===== src/rtl/mul_div_unit_if.sv =====
// Request/result bundle between the issue controller and the iterative mul/div unit.
// The controller drives the request side and the unit drives status and the HI/LO registers.
interface mul_div_unit_if #(
    parameter int WIDTH = 32
);
    logic             Start;
    logic [2:0]       Op;
    logic [WIDTH-1:0] A;
    logic [WIDTH-1:0] B;
    logic             Busy;
    logic             Done;
    logic [WIDTH-1:0] HI;
    logic [WIDTH-1:0] LO;

    modport master (
        output Start, Op, A, B,
        input  Busy, Done, HI, LO
    );

    modport slave (
        input  Start, Op, A, B,
        output Busy, Done, HI, LO
    );
endinterface


===== src/rtl/mul_div_unit.sv =====
// Iterative radix-2 multiply / restoring divide unit with HI/LO registers.
// Every operation takes 32 CALC cycles plus one FIX cycle for sign correction.
module mul_div_unit #(
    parameter int WIDTH = 32,
    parameter int CNT_W = 5
) (
    input  logic           clk,
    input  logic           reset,
    mul_div_unit_if.slave  bus
);
    localparam int DW = 2 * WIDTH;

    typedef enum logic [1:0] {
        IDLE = 2'd0,
        CALC = 2'd1,
        FIX  = 2'd2
    } state_t;

    state_t           state_r, state_s;
    logic [CNT_W-1:0] cnt_r, cnt_s;
    logic [DW-1:0]    acc_r, acc_s;
    logic [WIDTH-1:0] opb_r, opb_s;
    logic [WIDTH-1:0] araw_r, araw_s;
    logic [WIDTH-1:0] hi_r, hi_s;
    logic [WIDTH-1:0] lo_r, lo_s;
    logic             is_div_r, is_div_s;
    logic             is_signed_r, is_signed_s;
    logic             sign_a_r, sign_a_s;
    logic             sign_b_r, sign_b_s;
    logic             div0_r, div0_s;
    logic             done_r, done_s;
    logic             busy_r, busy_s;

    // Operand conditioning for the accepting edge: magnitudes for signed ops.
    logic             req_signed_s;
    logic [WIDTH-1:0] abs_a_s, abs_b_s;
    assign req_signed_s = (bus.Op == 3'd0) || (bus.Op == 3'd2);
    assign abs_a_s = (req_signed_s && bus.A[WIDTH-1]) ? ({WIDTH{1'b0}} - bus.A) : bus.A;
    assign abs_b_s = (req_signed_s && bus.B[WIDTH-1]) ? ({WIDTH{1'b0}} - bus.B) : bus.B;

    // acc holds {partial_hi, multiplier} for multiply and {remainder, dividend/quotient} for divide.
    logic [WIDTH:0]   mul_add_s;
    logic [DW-1:0]    mul_nxt_s;
    logic [WIDTH:0]   trial_s;
    logic [DW-1:0]    div_nxt_s;
    assign mul_add_s = {1'b0, acc_r[DW-1:WIDTH]} + (acc_r[0] ? {1'b0, opb_r} : {(WIDTH+1){1'b0}});
    assign mul_nxt_s = {mul_add_s, acc_r[WIDTH-1:1]};
    assign trial_s   = {acc_r[DW-1:WIDTH], acc_r[WIDTH-1]} - {1'b0, opb_r};
    assign div_nxt_s = trial_s[WIDTH] ? {acc_r[DW-2:WIDTH-1], acc_r[WIDTH-2:0], 1'b0}
                                      : {trial_s[WIDTH-1:0], acc_r[WIDTH-2:0], 1'b1};

    // Sign correction applied in FIX; the remainder follows the dividend's sign.
    logic             neg_res_s;
    logic [DW-1:0]    prod_fix_s;
    logic [WIDTH-1:0] quo_fix_s, rem_fix_s;
    assign neg_res_s  = is_signed_r && (sign_a_r ^ sign_b_r);
    assign prod_fix_s = neg_res_s ? ({DW{1'b0}} - acc_r) : acc_r;
    assign quo_fix_s  = neg_res_s ? ({WIDTH{1'b0}} - acc_r[WIDTH-1:0]) : acc_r[WIDTH-1:0];
    assign rem_fix_s  = (is_signed_r && sign_a_r) ? ({WIDTH{1'b0}} - acc_r[DW-1:WIDTH])
                                                  : acc_r[DW-1:WIDTH];

    // Next-state, datapath and output decode.
    always_comb begin
        state_s     = state_r;
        cnt_s       = cnt_r;
        acc_s       = acc_r;
        opb_s       = opb_r;
        araw_s      = araw_r;
        hi_s        = hi_r;
        lo_s        = lo_r;
        is_div_s    = is_div_r;
        is_signed_s = is_signed_r;
        sign_a_s    = sign_a_r;
        sign_b_s    = sign_b_r;
        div0_s      = div0_r;
        done_s      = 1'b0;
        case (state_r)
            IDLE: begin
                if (bus.Start) begin
                    case (bus.Op)
                        3'd0, 3'd1, 3'd2, 3'd3: begin
                            state_s     = CALC;
                            cnt_s       = {CNT_W{1'b0}};
                            is_div_s    = bus.Op[1];
                            is_signed_s = req_signed_s;
                            sign_a_s    = req_signed_s && bus.A[WIDTH-1];
                            sign_b_s    = req_signed_s && bus.B[WIDTH-1];
                            div0_s      = bus.Op[1] && (bus.B == {WIDTH{1'b0}});
                            araw_s      = bus.A;
                            if (bus.Op[1]) begin
                                acc_s = {{WIDTH{1'b0}}, abs_a_s};
                                opb_s = abs_b_s;
                            end else begin
                                acc_s = {{WIDTH{1'b0}}, abs_b_s};
                                opb_s = abs_a_s;
                            end
                        end
                        3'd4: begin
                            hi_s = bus.A;
                        end
                        3'd5: begin
                            lo_s = bus.A;
                        end
                        default: begin
                            state_s = IDLE;
                        end
                    endcase
                end else begin
                    state_s = IDLE;
                end
            end
            CALC: begin
                acc_s = is_div_r ? div_nxt_s : mul_nxt_s;
                cnt_s = cnt_r + CNT_W'(1);
                if (cnt_r == {CNT_W{1'b1}}) begin
                    state_s = FIX;
                end else begin
                    state_s = CALC;
                end
            end
            FIX: begin
                state_s = IDLE;
                done_s  = 1'b1;
                cnt_s   = {CNT_W{1'b0}};
                if (!is_div_r) begin
                    hi_s = prod_fix_s[DW-1:WIDTH];
                    lo_s = prod_fix_s[WIDTH-1:0];
                end else if (div0_r) begin
                    hi_s = araw_r;
                    lo_s = {WIDTH{1'b1}};
                end else begin
                    hi_s = rem_fix_s;
                    lo_s = quo_fix_s;
                end
            end
            default: begin
                state_s = IDLE;
            end
        endcase
        busy_s = (state_s != IDLE);
    end

    // State and datapath registers; reset discards any operation in flight.
    always_ff @(posedge clk or posedge reset) begin
        if (reset) begin
            state_r     <= IDLE;
            cnt_r       <= {CNT_W{1'b0}};
            acc_r       <= {DW{1'b0}};
            opb_r       <= {WIDTH{1'b0}};
            araw_r      <= {WIDTH{1'b0}};
            hi_r        <= {WIDTH{1'b0}};
            lo_r        <= {WIDTH{1'b0}};
            is_div_r    <= 1'b0;
            is_signed_r <= 1'b0;
            sign_a_r    <= 1'b0;
            sign_b_r    <= 1'b0;
            div0_r      <= 1'b0;
            done_r      <= 1'b0;
            busy_r      <= 1'b0;
        end else begin
            state_r     <= state_s;
            cnt_r       <= cnt_s;
            acc_r       <= acc_s;
            opb_r       <= opb_s;
            araw_r      <= araw_s;
            hi_r        <= hi_s;
            lo_r        <= lo_s;
            is_div_r    <= is_div_s;
            is_signed_r <= is_signed_s;
            sign_a_r    <= sign_a_s;
            sign_b_r    <= sign_b_s;
            div0_r      <= div0_s;
            done_r      <= done_s;
            busy_r      <= busy_s;
        end
    end

    assign bus.Busy = busy_r;
    assign bus.Done = done_r;
    assign bus.HI   = hi_r;
    assign bus.LO   = lo_r;
endmodule


===== src/flat_wrapper.sv =====
// flat-port wrapper written by rule: the top's interface ports become plain ports
module mul_div_unit_flat 
#(
    parameter int WIDTH = 32,
    parameter int CNT_W = 5
)
  (clk, reset, bus_Start, bus_Op, bus_A, bus_B, bus_Busy, bus_Done, bus_HI, bus_LO);
  mul_div_unit_if #(.WIDTH(WIDTH)) bus_i ();
  input  logic clk;
  input  logic reset;
  input wire logic [$bits(bus_i.Start)-1:0] bus_Start;
  input wire logic [$bits(bus_i.Op)-1:0] bus_Op;
  input wire logic [$bits(bus_i.A)-1:0] bus_A;
  input wire logic [$bits(bus_i.B)-1:0] bus_B;
  output wire logic [$bits(bus_i.Busy)-1:0] bus_Busy;
  output wire logic [$bits(bus_i.Done)-1:0] bus_Done;
  output wire logic [$bits(bus_i.HI)-1:0] bus_HI;
  output wire logic [$bits(bus_i.LO)-1:0] bus_LO;
  assign bus_i.Start = bus_Start;
  assign bus_i.Op = bus_Op;
  assign bus_i.A = bus_A;
  assign bus_i.B = bus_B;
  assign bus_Busy = bus_i.Busy;
  assign bus_Done = bus_i.Done;
  assign bus_HI = bus_i.HI;
  assign bus_LO = bus_i.LO;
  mul_div_unit #(.WIDTH(WIDTH), .CNT_W(CNT_W)) u_core (.clk(clk), .reset(reset), .bus(bus_i));
endmodule

===== config.mk =====
export PLATFORM = sky130hd
export DESIGN_NAME = mul_div_unit_flat
export DESIGN_NICKNAME = d
export VERILOG_FILES = /design/src/rtl/mul_div_unit_if.sv /design/src/rtl/mul_div_unit.sv /design/src/flat_wrapper.sv
export SDC_FILE = /design/constraint.sdc
export NUM_CORES = 1
export LEC_CHECK = 0
export ABC_CLOCK_PERIOD_IN_PS = 6600
export BUFFER_PORTS_ARGS = -buffer_cell sky130_fd_sc_hd__clkbuf_2
export CORE_MARGIN = 5
export CORE_UTILIZATION = 47
export CTS_BUF_LIST = sky130_fd_sc_hd__clkbuf_8
export DETAILED_ROUTE_END_ITERATION = 6
export SLEW_MARGIN = 20
export SYNTH_ARGS = -nofsm -noshare
export SYNTH_HDL_FRONTEND = slang
export SYNTH_SLANG_ARGS = --single-unit
export TNS_END_PERCENT = 5

===== constraint.sdc =====
create_clock -name clk -period 6.6 [get_ports clk]
set_input_delay 0.33 -clock clk [delete_from_list [all_inputs] [get_ports clk]]
set_output_delay 0.33 -clock clk [all_outputs]
set_load 0.02 [all_outputs]

==> flow_summary_export.csv <==
group,metric,value,unit
timing,setup_viol_count_final,0,
logic_synthesis,synth_edf_count,0,
worst_hold_path,hold_start,"bus_Op[0]",
critical_path,cp_data_arrival_time,4810,ps
final_layout,area_delta_synth_final,9.34,%
timing,setup_tns,0,ps
timing,worst_slew_pin_slew,1040,ps
logic_synthesis,synthArstFlopShare,100,%
clock_tree,clk_latency,570,ps
drt,ant_nets,0,
logic_synthesis,synth_area_leaders,"dfrtp_1, nand2_1, a21oi_1",
place,dpl.cell_count,2701,
drt,num_vias,17200,
drt,viasPerCell,6.22,
logic_synthesis,synthSimpleGateAreaFrac,20.2,%
drt,routed_wirelength,65.2,mm
timing,clock_skew,23.4,ps
place,gp_congestion,0.975,
grt,grt_max_degree,79,
worst_hold_path,hold_path_class,"in2reg",
critical_path,worstReg2RegStart,"u_core.acc_r[31]",
critical_path,path_class,"reg2reg",
timing,timing.fmax,227,MHz
power_and_ir_drop,finalPower,11.1,mW
critical_path,path_max_fanout,21,
floorplanning,initial_utilization,47.4,%
final_layout,final_nets,2417,
logic_synthesis,synth.distinct_cells,84,
power_and_ir_drop,peakVddDrop,0.255,mV
grt,globalRouteOverflowTotal,0,
logic_synthesis,synth_top_family_by_area,"compound AO/OA/AOI/OAI gates",
final_layout,final_cells,2771,
grt,grt_pass1_wl,99.3,mm
timing,rsz0062_at_grt,"no",
logic_synthesis,synth_ff_type,"dfrtp_1",
logic_synthesis,synthMuxAreaShare,3.57,%
power_and_ir_drop,powerDensity,588,nW/µm²
logic_synthesis,yosysSeqAreaShare,29.9,%
job,maxCapViolCount,0,
place,port_buffers,135,
clock_tree,post_cts_buffers,0,
logic_synthesis,synthMostInstantiatedCell,"nand2_1",
logic_synthesis,postSynthCellCount,2243,
clock_tree,path_clk_slew,60,ps
clock_tree,clock-sinks,206,
grt,grt.total_usage,31.0,%
timing,report.final.slew_viol_count,0,
logic_synthesis,synth_top_area_cell,"dfrtp_1",
place,place_area,18000,µm²
drt,dr.pass1.iters,5,
floorplanning,dieArea,40700,µm²
drt,drcViolationCount,0,
floorplanning,placementRows,70,
clock_tree,cts_buffer_depth,3,
grt,grt_pass1_vias,16600,
run_status,status,"completed",
logic_synthesis,synth_nets,2385,
floorplanning,die_height,202,µm
final_layout,drive_above_1_share,11.4,%
critical_path,cp-end-kind,"flip-flop",
final_layout,fin_area,18900,µm²
logic_synthesis,yosys.area_share.adder,5.31,%
timing,fin_crit,4400,ps
clock_tree,cts_tree,"done",
place,dp_hpwl,48.5,mm
timing,period_share,66.6,%
floorplanning,io_pins,136,
drt,wl_per_cell,23.5,µm
logic_synthesis,synth_top_area_share,29.9,%
clock_tree,cts_made_buffers,39,
logic_synthesis,ys_seq_elements,206,
logic_synthesis,synth_warnings,0,
critical_path,worstPathRequired,7020,ps
drt,initialDrtViolationCount,1442,
timing,hold_violations,0,
clock_tree,cts_root_buffer,"clkbuf_8",
logic_synthesis,synth_xor_area_share,9.64,%
grt,grt_antenna_before_repair,0,
logic_synthesis,netlist_top_cells_count,"nand2_1, a21oi_1, dfrtp_1, nor2_1, o21ai_0",
clock_tree,htree_levels,2,
timing,relSlewSlack,30.3,%
critical_path,startpoint,"u_core.acc_r[31]",
floorplanning,coreArea,36400,µm²
final_layout,diodes,0,
power_and_ir_drop,p_leak,8.41,nW
logic_synthesis,syn_area,17300,µm²
floorplanning,die_x,202,µm
critical_path,cp-start-kind,"flip-flop",
logic_synthesis,synth-compound-area-share,25.9,%
logic_synthesis,postSynthAreaPerCell,7.69,µm²
path summary, 6_finish.rpt:
path | end | slack, ps | depth (start not counted)
max | u_core.acc_r[51] | 2200 | 13
min | u_core.is_signed_r | 30 | 2
max reg2reg | u_core.acc_r[51] | 2200 | 13
min reg2reg | u_core.araw_r[2] | 480 | 2
max in group asynchronous | u_core.div0_r | 4680 | 4
min in group asynchronous | u_core.araw_r[22] | 390 | 3
critical path, cell delays in order, from the launching register on:
cell and delay (ps):
dfrtp_1 490, inv_1 120, ha_1 220, fa_1 410
nand2b_1 190, a21oi_1 280, o2111ai_1 250, a21oi_1 560
a31oi_1 210, mux2i_1 170, buf_4 210, nor2_4 710
mux2i_1 280, o221ai_1 130
per-layer routing:
metal / part of all wire [%] / track usage [%] / up-vias / wire (µm)
met5: 0 / 0 / - / 0
met4: 5.8 / 15.5 / 0 / 3770
met3: 6.8 / 5.59 / 168 / 4420
met2: 46 / 50.4 / 666 / 30200
met1: 41 / 39.8 / 8305 / 26800
li1: - / - / 8090 / -
where the power goes:
group          total (mW)  switching, mW  internal, mW
clock                1.35          0.609         0.737
combinational        7.00           4.27          2.73
sequential           2.74          0.857          1.89
total                11.1           5.74          5.35
layout by cell type (no fill, tap or decap), drive strengths merged, types with 5 or more instances in the layout:
cell    Yosys  final
nor3       51     51
ha         70     70
buf        22     20
nor4       23     23
mux2i      57     57
clkbuf    142    183
inv        72     83
a32oi      27     27
a21oi     211    211
nand3      30     30
o21bai      7      7
a22oi      18     18
xor2       90     90
a31oi      27     27
or3        16     16
o22ai      16     16
nand2     329    329
or4        15     15
and2       18     18
a221o       5      5
a21o       39     39
o31ai      20     20
o31a        5      5
o21a       11     11
or2        13     13
o41ai       9      9
o221ai     19     19
o211ai     31     31
xnor2     100    100
nor2b       9      9
a221oi     14     14
dfrtp     206    206
a22o        6      6
and3       20     20
nor2      195    195
clkinv      1      8
nand2b     15     15
o21ai     205    205
a211oi     15     15
kinds of logic after synthesis:
group / Yosys count
mux: 61
simple gates: 760
flops: 206
compound gates: 716
xor+xnor: 190
fa+ha+maj: 72
buf+inv: 238
state kept, by name, summed over array words and instances, names as in the netlist, 2 cells and up:
signal	count
u_core.bus.LO	32
u_core.cnt_r	5
u_core.acc_r	64
u_core.araw_r	32
u_core.opb_r	32
u_core.bus.HI	32
u_core.state_r	2
cell type report:
| cell class | instances | area [µm²] |
|---|---|---|
| Clock buffer | 48 | 661 |
| Fill cell | 3615 | 17600 |
| Tap cell | 468 | 586 |
| Clock inverter | 21 | 148 |
| Inverter | 73 | 282 |
| Sequential cell | 206 | 5160 |
| Multi-Input combinational cell | 1799 | 11200 |
| Timing Repair Buffer | 156 | 836 |
what timing repair did:
action                     CTS  global route
gates resized for setup      0             0
hold buffers                 1             0
hold endpoints to repair    76             0
setup endpoints to repair    0             0
through the flow:
step	hold WS [ps]	setup WS (ps)	util, %
after floorplan	435	646	-
after detailed placement	462	2210	49.5
after global placement	453	2290	49.5
final	31.1	2200	51.8
after global routing	47.1	1940	51.8
after CTS	5.44	2200	51.8
Power figures use the tool's default switching activity.
